$ cat config.mk
export PLATFORM = sky130hd
export DESIGN_NAME = tap_mac_flat
export DESIGN_NICKNAME = d
export VERILOG_FILES = /design/src/rtl/tap_mac_pkg.sv /design/src/rtl/tap_mac_if.sv /design/src/rtl/tap_mac_dp.sv /design/src/rtl/tap_mac.sv /design/src/flat_wrapper.sv
export SDC_FILE = /design/constraint.sdc
export NUM_CORES = 1
export LEC_CHECK = 0
export ABC_AREA = 1
export BUFFER_PORTS_ARGS = -buffer_cell sky130_fd_sc_hd__buf_2
export CAP_MARGIN = 5
export CORE_MARGIN = 4
export CORE_UTILIZATION = 67
export CTS_CLUSTER_DIAMETER = 80
export DETAILED_ROUTE_END_ITERATION = 8
export PLACE_DENSITY = 0.85
export SLEW_MARGIN = 20
export SYNTH_ARGS = -nofsm -noshare
export SYNTH_HDL_FRONTEND = slang
export SYNTH_HIERARCHICAL = 1
export SYNTH_SLANG_ARGS = --single-unit
$ cat constraint.sdc
create_clock -name clk -period 13.2 [get_ports clk]
set_input_delay 2.64 -clock clk [delete_from_list [all_inputs] [get_ports clk]]
set_output_delay 2.64 -clock clk [all_outputs]
set_load 0.05 [all_outputs]
$ cat src/rtl/tap_mac_pkg.sv
// Shared types and sizing helpers for the tap_mac weighted-sum engine.
package tap_mac_pkg;

  typedef logic [1:0] state_t;

  localparam state_t S_IDLE = 2'd0;
  localparam state_t S_RUN  = 2'd1;
  localparam state_t S_DONE = 2'd2;

  // Full-precision width: one product plus enough headroom for NUM+1 of them.
  function automatic int acc_w(input int num, input int width, input int cw);
    return width + cw + $clog2(num + 1);
  endfunction

  function automatic int idx_w(input int num);
    return (num > 0) ? $clog2(num + 1) : 1;
  endfunction

endpackage

$ cat src/rtl/tap_mac_if.sv
// Request/result bundle between a tap_mac and its upstream/downstream logic.
interface tap_mac_if #(
  parameter int NUM   = 0,
  parameter int WIDTH = 8,
  parameter int CW    = 8,
  parameter int ACC_W = tap_mac_pkg::acc_w(NUM, WIDTH, CW)
);
  logic                          start;
  logic [(NUM+1)*WIDTH-1:0]      taps;
  logic [(NUM+1)*CW-1:0]         coefs;
  logic                          busy;
  logic                          out_valid;
  logic                          out_ready;
  logic signed [ACC_W-1:0]       out_data;

  modport master (output start, taps, coefs, out_ready,
                  input  busy, out_valid, out_data);
  modport slave  (input  start, taps, coefs, out_ready,
                  output busy, out_valid, out_data);
endinterface

$ cat src/rtl/tap_mac_dp.sv
// Datapath: snapshot registers, tap/coef select, one signed MAC per cycle,
// and the result register.
module tap_mac_dp
  import tap_mac_pkg::*;
#(
  parameter int NUM   = 0,
  parameter int WIDTH = 8,
  parameter int CW    = 8,
  parameter int ACC_W = acc_w(NUM, WIDTH, CW),
  parameter int IDX_W = idx_w(NUM)
) (
  input  logic                      clk,
  input  logic                      rst,
  input  logic                      load,
  input  logic                      acc_en,
  input  logic                      fin,
  input  logic [IDX_W-1:0]          idx,
  input  logic [(NUM+1)*WIDTH-1:0]  taps,
  input  logic [(NUM+1)*CW-1:0]     coefs,
  output logic signed [ACC_W-1:0]   out_data
);
  localparam int PW = WIDTH + CW;

  logic [(NUM+1)*WIDTH-1:0] taps_q, taps_d;
  logic [(NUM+1)*CW-1:0]    coefs_q, coefs_d;
  logic signed [ACC_W-1:0]  acc_q, acc_d, out_q, out_d, acc_sum;
  logic [WIDTH-1:0]         tap_sel;
  logic [CW-1:0]            coef_sel;
  logic signed [PW-1:0]     tap_ext, coef_ext, prod;

  always_comb begin
    tap_sel  = taps_q[int'(idx)*WIDTH +: WIDTH];
    coef_sel = coefs_q[int'(idx)*CW +: CW];
    tap_ext  = PW'($signed(tap_sel));
    coef_ext = PW'($signed(coef_sel));
    prod     = tap_ext * coef_ext;
    acc_sum  = acc_q + ACC_W'(prod);

    taps_d  = taps_q;
    coefs_d = coefs_q;
    acc_d   = acc_q;
    out_d   = out_q;
    if (load) begin
      taps_d  = taps;
      coefs_d = coefs;
      acc_d   = '0;
    end else if (acc_en) begin
      acc_d = acc_sum;
    end
    if (fin) out_d = acc_sum;
  end

  // NOTE: snapshot registers are ordinary flops, so they are reset like all other state.
  always_ff @(posedge clk or posedge rst) begin
    if (rst) begin
      taps_q  <= '0;
      coefs_q <= '0;
      acc_q   <= '0;
      out_q   <= '0;
    end else begin
      // NOTE: non-blocking assignments so every flop samples pre-edge values.
      taps_q  <= taps_d;
      coefs_q <= coefs_d;
      acc_q   <= acc_d;
      out_q   <= out_d;
    end
  end

  assign out_data = out_q;

endmodule

$ cat src/rtl/tap_mac.sv
// Sequential weighted-sum engine: IDLE/RUN/DONE control and tap index,
// one product per cycle through tap_mac_dp, valid/ready result hand-off.
module tap_mac
  import tap_mac_pkg::*;
#(
  parameter int NUM   = 0,
  parameter int WIDTH = 8,
  parameter int CW    = 8
) (
  input  logic      clk,
  input  logic      rst,
  tap_mac_if.slave  bus
);
  localparam int ACC_W = acc_w(NUM, WIDTH, CW);
  localparam int IDX_W = idx_w(NUM);

  state_t           state_q, state_d;
  logic [IDX_W-1:0] idx_q, idx_d;
  logic             valid_q, valid_d;
  logic             dp_load, dp_acc, dp_fin;

  // NOTE: every signal gets a default first so no path leaves a latch behind.
  always_comb begin
    state_d = state_q;
    idx_d   = idx_q;
    valid_d = valid_q;
    dp_load = 1'b0;
    dp_acc  = 1'b0;
    dp_fin  = 1'b0;
    unique case (state_q)
      S_IDLE: if (bus.start) begin
        dp_load = 1'b1;
        idx_d   = '0;
        state_d = S_RUN;
      end
      S_RUN: begin
        dp_acc = 1'b1;
        idx_d  = idx_q + IDX_W'(1);
        if (idx_q == IDX_W'(NUM)) begin
          dp_fin  = 1'b1;
          valid_d = 1'b1;
          idx_d   = '0;
          state_d = S_DONE;
        end
      end
      S_DONE: if (bus.out_ready) begin
        valid_d = 1'b0;
        state_d = S_IDLE;
        // Consume and accept a new request on the same edge.
        if (bus.start) begin
          dp_load = 1'b1;
          idx_d   = '0;
          state_d = S_RUN;
        end
      end
      default: begin
        state_d = S_IDLE;
        valid_d = 1'b0;
        idx_d   = '0;
      end
    endcase
  end

  always_ff @(posedge clk or posedge rst) begin
    if (rst) begin
      state_q <= S_IDLE;
      idx_q   <= '0;
      valid_q <= 1'b0;
    end else begin
      state_q <= state_d;
      idx_q   <= idx_d;
      valid_q <= valid_d;
    end
  end

  tap_mac_dp #(
    .NUM(NUM), .WIDTH(WIDTH), .CW(CW), .ACC_W(ACC_W), .IDX_W(IDX_W)
  ) u_dp (
    .clk      (clk),
    .rst      (rst),
    .load     (dp_load),
    .acc_en   (dp_acc),
    .fin      (dp_fin),
    .idx      (idx_q),
    .taps     (bus.taps),
    .coefs    (bus.coefs),
    .out_data (bus.out_data)
  );

  assign bus.busy      = (state_q != S_IDLE);
  assign bus.out_valid = valid_q;

endmodule

$ cat src/flat_wrapper.sv
// flat-port wrapper written by rule: the top's interface ports become plain ports
module tap_mac_flat import tap_mac_pkg::*;
#(
  parameter int NUM   = 0,
  parameter int WIDTH = 8,
  parameter int CW    = 8
)
  (clk, rst, bus_start, bus_taps, bus_coefs, bus_out_ready, bus_busy, bus_out_valid, bus_out_data);
  tap_mac_if #(.NUM(NUM), .WIDTH(WIDTH), .CW(CW)) bus_i ();
  input  logic clk;
  input  logic rst;
  input wire logic [$bits(bus_i.start)-1:0] bus_start;
  input wire logic [$bits(bus_i.taps)-1:0] bus_taps;
  input wire logic [$bits(bus_i.coefs)-1:0] bus_coefs;
  input wire logic [$bits(bus_i.out_ready)-1:0] bus_out_ready;
  output wire logic [$bits(bus_i.busy)-1:0] bus_busy;
  output wire logic [$bits(bus_i.out_valid)-1:0] bus_out_valid;
  output wire logic [$bits(bus_i.out_data)-1:0] bus_out_data;
  assign bus_i.start = bus_start;
  assign bus_i.taps = bus_taps;
  assign bus_i.coefs = bus_coefs;
  assign bus_i.out_ready = bus_out_ready;
  assign bus_busy = bus_i.busy;
  assign bus_out_valid = bus_i.out_valid;
  assign bus_out_data = bus_i.out_data;
  tap_mac #(.NUM(NUM), .WIDTH(WIDTH), .CW(CW)) u_core (.clk(clk), .rst(rst), .bus(bus_i));
endmodule
==> impl_results.md, run 1 <==
- Post-Synth XOR/XNOR Area: less than 1%
- Largest family of logic cells by synthesized area: adder cells
- Row count: 31
- Vias per std cell: roughly 5.3
- Final period utilization: between 30 and 40%
- Sequential-to-total area share from yosys stat: about a quarter
- Initial core utilization: 69.5%
- Worst setup SP type: flop
- Sw Share: around 54%
- Yosys cell types: 31
- Final Skew: 0.00651 ns
- Synthesized instance count: just over 600
- Commonest non-fill, non-tap cell in the layout: nand2_1
- Post-DP HPWL: 9.20 mm
- Crit path kind: reg -> reg
- Simple-Gate Fraction of Synth Area: around 19%
- Die Wd: around 95 um
- Post-Syn Area per Cell: between 8 and 9 sq um
- Synth area leaders: fa_1, dfrtp_1, nand2_1
- Layout cells sized above 1: slightly above 9%
- Routed wire per std cell: 14.7 um
- H-tree Lvls: 2
- Most frequent cells in the layout: nand2_1, inv_1, fa_1, nor2_1, dfrtp_1
- Most Frequent Cell on Critical Path: fa_1
- Total power: ~1.3 mW
- Max Freq: approximately 0.20 GHz
- Die ar.: 9020 sq um
- Final instance area: between 5000 and 6000 sq um
- Slew Limit Headroom: around 43%
- Critical path required time: 13.41 ns
- Synth Warn #: 6
- Placed Area: about 5400 sq um
- Max FO, Critical Path: 5
- Ports: 38
- Finished Layout Cells: about 750
- Tightest Hold Check Type: reg -> reg
- CTS Buffer Depth: 2
- Fin nets: between 700 and 800
- Yosys top cell by area: fa_1
- Clock slew at reported path FFs: 0.10 ns
- Initial antenna violation count: 0
- First-pass GRT wire length: approximately 19 mm
- Post-synthesis adder-cell area fraction: approximately 37%
- Drt first pass iters: 5
- Critical path cell sequence: inv_1 -> nor2_1 -> nand2_1 -> fa_1 -> inv_1 -> fa_1 -> fa_1 -> fa_1 -> inv_1 -> fa_1 -> inv_1 -> ha_1 -> a21oi_1 -> o21ai_2 -> nand2_1 -> nand2_1 -> or2_1 -> nand3_1 -> nand2_1
- Die Ht: around 95 um
- Leakage power: roughly 3.0 nW
- FILL cells: around 570
- Core Region: around 7300 sq um
- CTS root buffer: clkbuf_8
- Psw: 682 uW
- Worst-skew pair later-pin latency: between 0.3 and 0.4 ns
- Total wire length: roughly 11 mm
- Critical path's slowest cell: fa_1
- Mapped Area: just over 5000 sq um
- Post-CTS Resized: 0
- GRT Residual Overflow: 0
- CP endpoint kind: flop
- Logic pwr share: just over 70%
- Largest net degree at the start of global routing: 49
- Port Buffer Count: 37
- Sequential Power Share: between 10% and 20%
- Detail Route Antenna Nets: 0
- CP max stage delay: 0.55 ns
- CP arrival: roughly 5 ns
- FF+latch count, synth: between 50 and 60
- CTS tree: built
- Setup_tns: 0 ns
- CTS Buf Count: 5
- Routed vias: just under 4000
- Vias in the first global route: 4087
- MaxCap Viol Count: 0
- Hold buffers post-CTS: 0
- Cells after DPL: about 740
- Status: finished, final reports clean
- Power per cell area: about 230 nW/um^2
- Mux contribution to synthesized area: 0%
- Worst Max-Slew Pin Slew: about 0.86 ns
- Gr usage total: roughly 27%
- Clock power frac: under 10%
- Internal power: ~580 uW
- Post-CTS Setup Repair Bufs: 0
- Area Overhead vs Synth: 7.95%
- Final critical-path required period: around 4.9 ns
- Sink Count: 51
- DRT iter0 DRCs: 227
- Syn Nets: approximately 740
- Final setup viols: 0
- Unrepaired setup endpoints after global routing: false
- Hold Vio Cnt, Final: 0
- Compound-Gate Fraction of Synth Area: between 6 and 7%
- Max-slew violation count: 0
- Maximum vdd drop: about 170 uV
- Routability cong.: ~0.92
- Top cell type's share of synthesized area: between 20 and 30%
- Diode count: 0
- Residual DRC: 0
power groups by stage:
stage               Combinational, mW  Sequential (mW)  Clock [mW]
floorplan                       0.614            0.322           0
global placement                0.864            0.247           0
detailed placement              0.899            0.249           0
CTS                             0.904            0.246       0.116
global route                     1.02            0.252       0.123
finish                          0.897            0.247       0.113
path summary, 6_finish.rpt:
kind                                          start                  endpoint  slack (ns)  depth (start not counted)
setup / recovery              u_core/u_dp/taps_q[6]  u_core/u_dp/out_data[10]        8.29                         19
hold / removal             u_core/u_dp/out_data[13]  u_core/u_dp/out_data[13]        0.49                          2
setup reg to reg              u_core/u_dp/taps_q[6]  u_core/u_dp/out_data[10]        8.29                         19
hold reg to reg            u_core/u_dp/out_data[13]  u_core/u_dp/out_data[13]        0.49                          2
max in group asynchronous                       rst    u_core/u_dp/coefs_q[3]       10.22                          2
min in group asynchronous                       rst      u_core/bus.out_valid        2.19                          2
layer usage:
metal | part of all wire (%) | track usage, % | vias up | wire length, um
met5 | 0 | 0 | - | 0
met4 | 2.8 | 8.77 | 0 | 307
met3 | 5.4 | 3.67 | 22 | 593
met2 | 51 | 46.4 | 121 | 5610
met1 | 41 | 35.4 | 1932 | 4490
li1 | - | - | 1904 | -
critical path: cells and delay by family (launching register included):
family / cells / cell delay, ns
and+or+nand+nor: 7 / 0.95
adders and majority gates: 6 / 2.90
buffers and inverters: 4 / 0.20
DFF: 1 / 0.37
AOI/OAI and AO/OA: 2 / 0.39
sequential cells by signal, summed over array words and instances, names as in the netlist:
signal and count:
u_core/bus.out_valid 1, u_core/u_dp/taps_q 8, u_core/state_q 2, u_core/u_dp/coefs_q 8, u_core/u_dp/acc_q 16, u_core/u_dp/out_data 16
per-stage QoR:
stage               hold slack, ns  setup slack, ns  utilization, %
floorplan                    0.459             8.41               -
global route                 0.515             7.90            75.0
global placement             0.460             8.46            73.5
CTS                          0.492             8.29            75.0
finish                       0.488             8.29            75.0
detailed placement           0.465             8.31            73.5
area by class of cell:
| cell class | instances | area [sq um] | share of cell area (%) |
|---|---|---|---|
| Timing Repair Buffer | 39 | 200 | 3.66 |
| Tap cell | 99 | 124 | 2.26 |
| Multi-Input combinational cell | 408 | 3230 | 59.0 |
| Inverter | 141 | 531 | 9.70 |
| Clock inverter | 2 | 38.8 | 0.709 |
| Sequential cell | 51 | 1280 | 23.3 |
| Clock buffer | 6 | 72.6 | 1.33 |
cell families after synthesis:
group / count (synthesis)
AOI/OAI and AO/OA: 56
other: 1
DFF: 51
xor gates and xnor gates: 5
and+or+nand+nor: 238
buffers and inverters: 150
adders and majority gates: 108
cell usage after synthesis, drive strengths merged:
library cell	n
a21oi	7
a31oi	2
buf	2
clkbuf	7
clkinv	2
conb	1
dfrtp	51
fa	71
ha	37
inv	139
nand2	139
nand3	29
nand3b	2
nand4	3
nor2	55
nor3	7
o21ai	39
o21bai	2
o22ai	6
or2	3
xnor2	2
xor2	3
No activity file was read; power rests on OpenSTA's default activity.
==> run 2, diff against run 1 <==
- CORE_UTILIZATION: 67 -> 56
- PLACE_DENSITY: 0.85 -> 0.76
- clock period: 13.2 -> 4 ns (I/O delays scaled with it)
==> run 2 against run 1 <==
Against the previous run:
- the flow now finishes with violations (setup timing)
- final cell count up 13%
- combinational power rose to 5.5 times the previous value
- core utilization up 1.7 points
- critical path type unchanged
- critical endpoint is now u_core/u_dp/acc_q[15]
- highest routed layer unchanged
==> impl_results.md, run 2 (same netlist as run 1, synthesis figures left out) <==
- Status: finished, violations left
- Failing checks: setup timing
- Area Overhead vs Synth: 32.7%
- Clock slew at reported path FFs: approximately 0.11 ns
- H-tree Lvls: 2
- CTS root buffer: clkbuf_8
- Die ar.: 10600 sq um
- Placed Area: around 6000 sq um
- Slew Limit Headroom: 40.1%
- Post-DP HPWL: 10.4 mm
- Drt first pass iters: 4
- Worst setup SP type: flop
- Crit path kind: reg -> reg
- Hold Vio Cnt, Final: 0
- Die Wd: just over 100 um
- Vias in the first global route: about 4600
- Detail Route Antenna Nets: 0
- Critical path required time: approximately 4.2 ns
- CTS tree: built
- Initial antenna violation count: 0
- CTS Buffer Depth: 2
- Vias per std cell: between 5 and 6
- Sink Count: between 50 and 60
- Port Buffer Count: 37
- Worst r2r dst: u_core/u_dp/acc_q[15]
- First-pass GRT wire length: 22.1 mm
- DRT iter0 DRCs: slightly above 200
- Worst-skew pair later-pin latency: approximately 0.32 ns
- Routed wire per std cell: between 15 and 20 um
- Power per cell area: 902 nW/um^2
- Sequential cell area: 1280 sq um
- Ports: 38
- Worst setup endpoint: u_core/u_dp/acc_q[15]
- Layout cells sized above 1: between 30% and 40%
- Residual DRC: 0
- Largest net degree at the start of global routing: a little under 50
- Initial core utilization: roughly 58%
- Die Ht: between 100 and 150 um
- Finished Layout Cells: approximately 840
- Final instance area: just under 7000 sq um
- Pre-CTS WS: -0.577 ns
- Max FO, Critical Path: 4
- Tightest Hold Check Type: in -> async
- Unrepaired setup endpoints after global routing: true
- Leakage power: 3.52 nW
- Cells after DPL: a little over 800
- CP endpoint kind: flop
- MaxCap Viol Count: 0
- R2r setup slk: -0.48 ns
- Row count: 34
- Total wire length: around 14 mm
- Core Region: about 9000 sq um
- Worst Reg-to-Reg Cells: 20
- Max Freq: roughly 0.22 GHz
- Setup_tns: -7.57 ns
- Final setup viols: 18
- Final worst slack: -0.481 ns
- Worst Max-Slew Pin Slew: roughly 0.9 ns
- Max-slew violation count: 0
- CP arrival: around 4.7 ns
- Gr usage total: between 20% and 30%
- Final period utilization: 112%
- Final Skew: around 0.0052 ns
- Worst r2r src: u_core/u_dp/taps_q[4]
- Crit path from: u_core/u_dp/taps_q[4]
- Routed vias: 4375
- Commonest non-fill, non-tap cell in the layout: nand2_1
- Diode count: 0
- Most frequent cells in the layout: nand2_1, inv_1, buf_4, fa_1, dfrtp_1
- Final critical-path required period: roughly 4.5 ns
- Multi-input logic area: roughly 3800 sq um
- Maximum vdd drop: slightly above 800 uV
- Fin Hold WS: about 0.34 ns
- Routability cong.: 0.932
- FILL cells: around 600
- Total power: slightly above 6 mW
- CTS Buf Count: 5
- GRT Residual Overflow: 0
- Fin util: around three quarters
- Fin nets: between 800 and 900
[run 2: worst min path at each step]
stage,from,slack [ns],to
2_1_floorplan,u_core/u_dp/acc_q[0],0.46,u_core/u_dp/acc_q[0]
3_3_place_gp,u_core/u_dp/out_data[13],0.46,u_core/u_dp/out_data[13]
3_5_place_dp,u_core/u_dp/out_data[13],0.46,u_core/u_dp/out_data[13]
4_1_cts,rst,0.33,u_core/state_q[1]
5_1_grt,rst,0.33,u_core/bus.out_valid
6_report,rst,0.34,u_core/state_q[0]
[run 2: power breakdown]
group	leakage (nW)	total [mW]	switching [mW]	internal, mW
logic	2.82	4.92	2.80	2.11
clock network	0.0461	0.336	0.209	0.127
registers	0.650	0.813	0.124	0.690
total	3.52	6.07	3.14	2.93
[run 2: layout make-up]
cell class | count | area share [%]
Clock inverter | 3 | 0.353
Timing Repair Buffer | 127 | 13.1
Tap cell | 108 | 2.01
Clock buffer | 5 | 1.02
Inverter | 141 | 8.07
Multi-Input combinational cell | 408 | 56.4
Sequential cell | 51 | 19.0
[run 2: metal layers]
| layer | GRT usage (%) | vias up | part of all wire (%) |
|---|---|---|---|
| li1 | - | 2076 | - |
| met1 | 35.1 | 2149 | 41 |
| met2 | 47.1 | 116 | 53 |
| met3 | 3.25 | 34 | 3.4 |
| met4 | 10.1 | 0 | 3.2 |
| met5 | 0 | - | 0 |
[run 2: worst max-delay path, cell delays in order, from the launching register on]
cell	delay, ns
dfrtp_1	0.37
inv_1	0.05
nor2_1	0.08
buf_4	0.13
nand2_2	0.05
fa_1	0.47
fa_1	0.60
inv_2	0.05
fa_1	0.49
fa_1	0.49
inv_1	0.05
fa_1	0.51
inv_2	0.05
ha_4	0.30
nand2_2	0.11
nor2_4	0.15
nand3_1	0.10
nand3_2	0.10
nand3_2	0.07
nand3_1	0.09
nand2_1	0.05
[run 2: timing repair]
action | CTS | global route
hold buffers | 0 | 0
setup buffers | 10 | 9
pin swaps | 39 | 24
endpoints found under the setup margin | 21 | 21
resized for setup | 69 | 36
==> run 3, diff against run 2 <==
- ABC_AREA: 1 -> not set
- CORE_UTILIZATION: 56 -> 62
- PLACE_DENSITY: 0.76 -> 0.8
- clock period: 4 -> 4.85 ns (I/O delays scaled with it)
==> run 3 against run 2 <==
Against the previous run:
- worst hold slack improved by 0.15 ns
- clock-buffer cell count stayed put
- the run now ends clean
- via count fell by 18%
- final cell count shrank 23%
- critical path type unchanged
- die area down 9.2%
- register-to-register slack better by 0.54 ns
==> impl_results.md, run 3 <==
- Slew Limit Headroom: slightly below 30%
- Post-DP HPWL: about 8.6 mm
- Total wire length: 11.2 mm
- CP endpoint kind: flop
- First-pass GRT wire length: roughly 19 mm
- Initial antenna violation count: 0
- Fin nets: around 680
- Status: finished, final reports clean
- Final critical-path required period: approximately 4.8 ns
- CTS tree: built
- Final setup viols: 0
- Drt first pass iters: 4
- Ports: 38
- Setup_tns: 0 ns
- Tightest Hold Check Type: reg -> reg
- Row count: 32
- R2r setup slk: around 0.063 ns
- Detail Route Antenna Nets: 0
- Die Wd: around 98 um
- Routed vias: 3594
- Commonest non-fill, non-tap cell in the layout: inv_1
- Vias per std cell: roughly 5.5
- Critical path required time: 5.06 ns
- Largest net degree at the start of global routing: 49
- Residual DRC: 0
- Fin util: 75.1%
- Max Freq: 0.209 GHz
- Area Overhead vs Synth: 16.1%
- Routability cong.: roughly 0.91
- Top cell type's share of synthesized area: between 20 and 30%
- CTS Buf Count: 5
- CP arrival: 4.99 ns
- Yosys cell types: 54
- Post-synth EDFFs: 0
- Synth area leaders: fa_1, dfrtp_1, ha_1
- Layout cells sized above 1: 27.4%
- Unrepaired setup endpoints after global routing: true
- Gr usage total: between 20% and 30%
- Sequential-to-total area share from yosys stat: between 20% and 30%
- Port Buffer Count: 37
- Most used DFF post-synth: dfrtp_1
- Vias in the first global route: 3865
- DRT iter0 DRCs: roughly 120
- GRT Residual Overflow: 0
- Initial core utilization: 64.7%
- Top-count cell post-synth: inv_1
- Core Region: 7810 sq um
- CTS Buffer Depth: 2
- Final period utilization: just under 100%
- Max-slew violation count: 0
- Final Skew: 0.00987 ns
- Synth Warn #: 6
- Most frequent cells in the layout: inv_1, fa_1, dfrtp_1, buf_2, nand2_1
- Ys async rst share: 100%
- MaxCap Viol Count: 0
- Worst setup SP type: flop
- FF+latch count, synth: 51
- Sink Count: just over 50
- Die ar.: between 9000 and 10000 sq um
- Max FO, Critical Path: 7
- Post-Syn Area per Cell: around 11 sq um
- Top post-synthesis cells by count: inv_1, fa_1, dfrtp_1, ha_1, nand2_1
- H-tree Lvls: 2
- Crit path kind: reg -> reg
- Worst-skew pair later-pin latency: between 0.3 and 0.4 ns
- Die Ht: 98.3 um
- Worst Max-Slew Pin Slew: 1.06 ns
- Diode count: 0
- CTS root buffer: clkbuf_8
- Synthesized instance count: between 400 and 500
- Yosys top cell by area: fa_1
- Routed wire per std cell: between 15 and 20 um
- Mapped Area: about 5100 sq um
- Clock slew at reported path FFs: ~0.11 ns
- Hold Vio Cnt, Final: 0
[run 3: cell types whose count changed in the layout (fill, tap and decap cells not counted), moves of 11 or more]
cell     before  now
ha_1         18   31
and2_1        0   30
nand3_1      20    3
inv_1       114   77
nand2_1     120   32
ha_4         18    3
inv_2        20    3
nor2_1       38   25
o21ai_0      28    2
buf_4        87   31
xnor2_1       1   12
mux2_2        0   22
nand2_2      14    2
[run 3: path summary, 6_finish.rpt]
| check | to | cells past startpoint | startpoint |
|---|---|---|---|
| min | u_core/u_dp/out_data[8] | 1 | u_core/u_dp/out_data[8] |
| min reg2reg | u_core/u_dp/out_data[8] | 1 | u_core/u_dp/out_data[8] |
| max in group asynchronous | u_core/u_dp/taps_q[1] | 2 | rst |
| min in group asynchronous | u_core/bus.out_valid | 2 | rst |
| max | u_core/u_dp/out_data[15] | 17 | u_core/u_dp/coefs_q[7] |
| max reg2reg | u_core/u_dp/out_data[15] | 17 | u_core/u_dp/coefs_q[7] |
[run 3: area by class of cell]
cell class / instances / area (sq um)
multi-input combinational: 338 / 3630
inverter: 82 / 309
clock buffer: 5 / 68.8
sequential: 51 / 1280
tap: 102 / 128
fill: 532 / 1940
timing repair buffer: 69 / 429
clock inverter: 3 / 26.3
[run 3: logic make-up after synthesis]
group           count (synthesis)  share of synthesized area [%]
simple gates                  133                           13.6
fa+ha+maj                     108                           37.3
buf+inv                        94                           7.06
flops                          51                           25.3
compound gates                 42                           6.02
mux                            36                           7.78
xor+xnor                       15                           2.87
other cells                     1                         0.0742
[run 3: stage by stage]
step                cells  setup slack [ns]  cell area [sq um]  hold slack (ns)
global route          650            -0.120               5870            0.501
global placement      638           -0.0755               5540            0.462
finish                650            0.0633               5870            0.491
floorplan             483            0.0286               5070            0.486
CTS                   646          0.000683               5670            0.498
detailed placement    638            -0.212               5540            0.472
[run 3: timing repair]
action,4_1_cts,5_1_grt
setup endpoints to repair,14,14
pin swaps,3,20
gates resized for setup,8,44
hold buffers,0,0
setup buffers,0,4
[run 3: per-layer routing]
metal  GRT usage, %  share of wire [%]
met1           34.4                 44
met2           38.1                 50
met4           5.25                1.5
met3           4.14                4.7
met5              0                  0
[run 3: worst max-delay path, stage by stage (launching register included)]
cell and delay (ns):
dfrtp_1 0.40, nand2b_1 0.13, buf_4 0.13, buf_4 0.16, nor2_1 0.07, fa_1 0.50
inv_1 0.07, fa_1 0.53, inv_1 0.06, fa_1 0.50, fa_1 0.51, ha_1 0.31
ha_1 0.35, a21o_1 0.19, a21oi_2 0.19, nand3_2 0.13, and2_4 0.16, a221o_1 0.29
Power of run 3 is left out: the tool's default activity adds up to more than one toggle a clock period on the data nets, which glitch-free logic cannot reach.
